**src/rtl/nois_system_nios2_qsys_0_oci_dct_monitor.sv**
```systemverilog
// Data-trace monitor: captures {dct_count, dct_buffer} into a FIFO whenever
// the trace fragment count changes, drains it over a valid/ready port, and
// reports completion once the test has ended and the FIFO is empty.
module nois_system_nios2_qsys_0_oci_dct_monitor #(
  parameter int DATA_W = 30,
  parameter int CNT_W  = 4,
  parameter int DEPTH  = 16,
  parameter int DROP_W = 16
) (
  input  logic                      clk,
  input  logic                      reset,
  input  logic [DATA_W-1:0]         dct_buffer,
  input  logic [CNT_W-1:0]          dct_count,
  input  logic                      test_ending,
  input  logic                      test_has_ended,
  input  logic                      rd_ready,
  output logic                      rd_valid,
  output logic [CNT_W+DATA_W-1:0]   rd_data,
  output logic [$clog2(DEPTH):0]    fill_level,
  output logic                      overflow,
  output logic [DROP_W-1:0]         drop_count,
  output logic [31:0]               capture_count,
  output logic                      done
);

  localparam int AW = $clog2(DEPTH);
  localparam int EW = CNT_W + DATA_W;
  localparam logic [AW:0] FULL_LVL = (AW+1)'(DEPTH);

  typedef enum logic [1:0] {RUN, DRAIN, DONE} state_t;

  state_t            state, state_nxt;
  logic [EW-1:0]     mem [DEPTH];
  logic [AW-1:0]     wr_ptr, rd_ptr;
  logic [CNT_W-1:0]  prev_count;
  logic              ended;
  logic              change, full, pop, push, drop;

  assign change   = (dct_count != prev_count);
  assign full     = (fill_level == FULL_LVL);
  assign rd_valid = (fill_level != '0);
  assign pop      = rd_valid && rd_ready;
  assign done     = (state == DONE);
  // Gate the head so the port reads 0 while empty (memory has no reset).
  assign rd_data  = rd_valid ? mem[rd_ptr] : '0;

  // Next state and capture decision; an end request preempts a same-cycle change.
  always_comb begin
    state_nxt = state;
    push      = 1'b0;
    drop      = 1'b0;
    case (state)
      RUN: begin
        if (test_ending || test_has_ended) begin
          state_nxt = DRAIN;
        end else if (change) begin
          if (!full || pop) push = 1'b1;
          else              drop = 1'b1;
        end
      end
      DRAIN: begin
        if ((ended || test_has_ended) && fill_level == '0) state_nxt = DONE;
      end
      DONE:    state_nxt = DONE;
      default: state_nxt = RUN;
    endcase
  end

  // State register, ended latch and count history.
  always_ff @(posedge clk or posedge reset) begin
    if (reset) begin
      state      <= RUN;
      ended      <= 1'b0;
      prev_count <= '0;
    end else begin
      state      <= state_nxt;
      prev_count <= dct_count;
      if (test_has_ended && state != DONE) ended <= 1'b1;
    end
  end

  // FIFO pointers and occupancy; a full-FIFO push pairs with a pop so level holds.
  always_ff @(posedge clk or posedge reset) begin
    if (reset) begin
      wr_ptr     <= '0;
      rd_ptr     <= '0;
      fill_level <= '0;
    end else begin
      if (push) wr_ptr <= wr_ptr + 1'b1;
      if (pop)  rd_ptr <= rd_ptr + 1'b1;
      case ({push, pop})
        2'b10:   fill_level <= fill_level + 1'b1;
        2'b01:   fill_level <= fill_level - 1'b1;
        default: fill_level <= fill_level;
      endcase
    end
  end

  // Entry storage; write slot may equal the head being popped this cycle.
  always_ff @(posedge clk) begin
    if (push) mem[wr_ptr] <= {dct_count, dct_buffer};
  end

  // Statistics: accepted entries wrap, drops saturate, overflow is sticky.
  always_ff @(posedge clk or posedge reset) begin
    if (reset) begin
      capture_count <= '0;
      drop_count    <= '0;
      overflow      <= 1'b0;
    end else begin
      if (push) capture_count <= capture_count + 32'd1;
      if (drop) begin
        overflow <= 1'b1;
        if (drop_count != '1) drop_count <= drop_count + 1'b1;
      end
    end
  end

endmodule

```
**config.mk**
```make
export PLATFORM = sky130hd
export DESIGN_NAME = nois_system_nios2_qsys_0_oci_dct_monitor
export DESIGN_NICKNAME = d
export VERILOG_FILES = /design/src/rtl/nois_system_nios2_qsys_0_oci_dct_monitor.sv
export SDC_FILE = /design/constraint.sdc
export NUM_CORES = 1
export LEC_CHECK = 0
export BUFFER_PORTS_ARGS = -buffer_cell sky130_fd_sc_hd__buf_4
export CORE_ASPECT_RATIO = 1.2
export CORE_MARGIN = 1.5
export CORE_UTILIZATION = 57
export DETAILED_ROUTE_END_ITERATION = 16
export PLACE_DENSITY = 0.75
export SKIP_LAST_GASP = 1
export SYNTH_ARGS = -nofsm -noshare
export SYNTH_HDL_FRONTEND = slang
export SYNTH_SLANG_ARGS = --single-unit
```
**constraint.sdc**
```tcl
create_clock -name clk -period 4.7 [get_ports clk]
set_input_delay 0.47 -clock clk [delete_from_list [all_inputs] [get_ports clk]]
set_output_delay 0.47 -clock clk [all_outputs]
set_load 0.01 [all_outputs]
```
==> impl_metrics.py <==
metrics = {
    "timing": {
        "period_needed_ps": 3710,
        "fin_tns_setup_ps": 0,
        "fin_crit_sh_pct": 78.9,
        "hold_viol_final": 0,
        "drv_slew": 0,
        "setup_viol": 0,
        "rsz0062_at_grt": "false",
        "worst_slew_pin_slew_ps": 1130,
        "worst_slack_ps": 991,
        "skew_ps": 17.5,
        "relSlewSlack_pct": 24.6,
        "clock.fmax_mhz": 270,
    },
    "clock_tree": {
        "cts_buffer_depth": 3,
        "postCtsSetupBuffers": 0,
        "cts_tree": "yes",
        "cts_buffers": 54,
        "cts.repair.resized": 0,
        "clkTransAtPathRegs_ps": 70,
        "cts.htree.levels": 2,
        "clkLatencyLatePin_ps": 580,
        "cts_root_buf": "clkbuf_16",
        "cts_sinks": 613,
    },
    "pwr": {
        "p_leak_nw": 9.48,
        "powerDensity_nw_per_um2": 546,
        "ir_drop_mv": 0.317,
    },
    "worst_setup_path": {
        "critPathKind": "flip-flop to output pin",
        "end_kind": "output pin",
        "worstPathMaxFanout": 34,
        "reg2reg_slack_ps": 1060,
        "worstSetupStartpointType": "flip-flop",
        "crit_arrival_ps": 3240,
        "r2r_cells": 9,
        "required_ps": 4230,
    },
    "synthesis": {
        "synth.ff_latch_count": 613,
        "yosysWarnings": 0,
        "syn_inst": 1169,
        "synth_flop_cell": "edfxtp_1",
        "avgSynthCellArea_um2": 20.5,
        "netlist_area_um2": 24000,
        "async_flop_share_pct": 11.3,
        "synth_edf_count": 544,
        "synth_cell_types": 47,
        "synth_nets": 1222,
        "yosysSeqAreaShare_pct": 75.2,
    },
    "global_routing": {
        "grt-ovfl-total": 0,
        "grt_antenna_before_repair": 0,
        "grt_max_degree": 54,
        "grt_pass1_wl_um": 72800,
        "grt_pass1_vias": 12200,
        "grt_usage_pct": 22.5,
    },
    "die": {
        "core-area_um2": 41700,
        "ios": 129,
        "start_util_pct": 57.7,
        "fp.dieW_um": 190,
        "dieHeight_um": 228,
        "rows": 82,
        "die_area_um2": 43400,
    },
    "worst_hold_path": {
        "holdPathStages": 1,
        "holdCritPathClass": "input port to flip-flop",
    },
    "routing": {
        "firstDrtPassIters": 4,
        "wirelength_um": 47200,
        "ant_nets": 0,
        "drc": 0,
        "wl_per_cell_um": 24.7,
        "routed_via_density": 6.06,
        "vias": 11600,
        "drt_iter0_drc": 878,
    },
    "final_layout": {
        "regArea_um2": 18100,
        "synthToLayoutAreaGrowth_pct": 14.3,
        "fill_cells": 2706,
        "instances_no_fill": 1909,
        "stdcell_area_um2": 27400,
        "diodes": 0,
        "multiInputGateArea_um2": 5690,
        "drive_gt1_share_pct": 29.1,
        "fin_nets": 1372,
    },
    "placed_design": {
        "io_buffers": 128,
        "dp.cells": 1808,
        "post-place-ws_ps": 1090,
        "place_area_um2": 25700,
        "gp_congestion": 0.749,
        "hpwl_um": 26800,
    },
    "outcome": {
        "status": "finished, final reports clean",
    },
    "flow_run": {
        "drv_cap": 0,
    },
}
## kinds of logic after synthesis
group           synth area share, %
compound gates                 1.44
xor+xnor                       2.19
fa+ha+maj                     0.729
buf+inv                        1.30
flops                          75.2
mux                            15.9
simple gates                   3.26
## final timing paths
kind,to,startpoint
min in group asynchronous,capture_count[19],reset
hold reg to reg,capture_count[31],capture_count[31]
setup / recovery,rd_data[29],fill_level[1]
max in group asynchronous,rd_ptr[0],reset
hold / removal,prev_count[2],dct_count[2]
setup reg to reg,mem[6][32],state[0]
## what timing repair did
item                       CTS  global route
hold buffers                 1             0
hold endpoints to repair    24             0
setup endpoints to repair    0             0
## worst max-delay path, cell delays in order, from the launching register on
cell and delay [ps]:
dfrtp_1 470, nor4_1 430, nand2b_1 290, nand2b_2 820, o22ai_1 380, buf_4 260
## through the flow
step / power (mW) / utilization, % / hold WS, ps
finish: 15.0 / 65.9 / 137
global placement: 10.7 / 61.6 / 453
detailed placement: 10.7 / 61.6 / 451
floorplan: 9.29 / - / 427
global route: 15.6 / 65.9 / 130
CTS: 15.1 / 65.9 / 111
## area by class of cell
class,instances,share of cell area (%)
tap,546,2.49
clock inverter,25,0.898
timing repair buffer,151,4.28
multi-input combinational,481,20.7
inverter,18,0.246
clock buffer,75,5.52
sequential,613,65.8
## report_power, final
part	switching [mW]	leakage, nW	total, mW	internal, mW
clock	1.86	0.855	4.39	2.52
sequential	0.410	5.77	6.54	6.13
combinational	1.96	2.86	4.05	2.09
## flip-flops by register name (all words and copies together) (netlist names)
name	count
drop_count	16
state	2
prev_count	4
capture_count	32
rd_ptr	4
wr_ptr	4
ended	1
overflow	1
mem	544
fill_level	5
## routing by layer
metal / part of all wire, % / track usage, %
met1: 41 / 30.8
met2: 52 / 38.3
met3: 5.8 / 3.65
met4: 1.6 / 5.34
met5: 0 / 0
## synthesized netlist by cell type (all sizes together), types with 2 or more instances
cell | number | area (um^2)
xor2 | 30 | 263
mux2i | 68 | 681
nor3 | 18 | 100
nor4 | 6 | 43.8
nand2 | 29 | 109
buf | 22 | 114
ha | 14 | 175
nand3 | 19 | 100
mux2 | 6 | 67.6
and3 | 7 | 43.8
clkbuf | 35 | 131
dfrtp | 69 | 1730
nand4 | 16 | 113
nor2 | 23 | 86.3
o22ai | 34 | 213
or4 | 3 | 22.5
mux4 | 136 | 3060
or3 | 2 | 12.5
o21ai | 7 | 35.0
edfxtp | 544 | 16300
and2 | 11 | 68.8
a21oi | 5 | 25.0
inv | 18 | 67.6
nand2b | 3 | 18.8
xnor2 | 30 | 263
## layout by cell type (no fill, tap or decap), types with 19 or more instances in the layout
cell and count:
xnor2_1 30, nor2_1 19, nand2_1 28, mux4_2 136, xor2_1 30, o22ai_1 34, dfrtp_1 66, edfxtp_1 544
buf_4 147, mux2i_1 68, clkbuf_16 57
(Power assumes the default switching activity.)
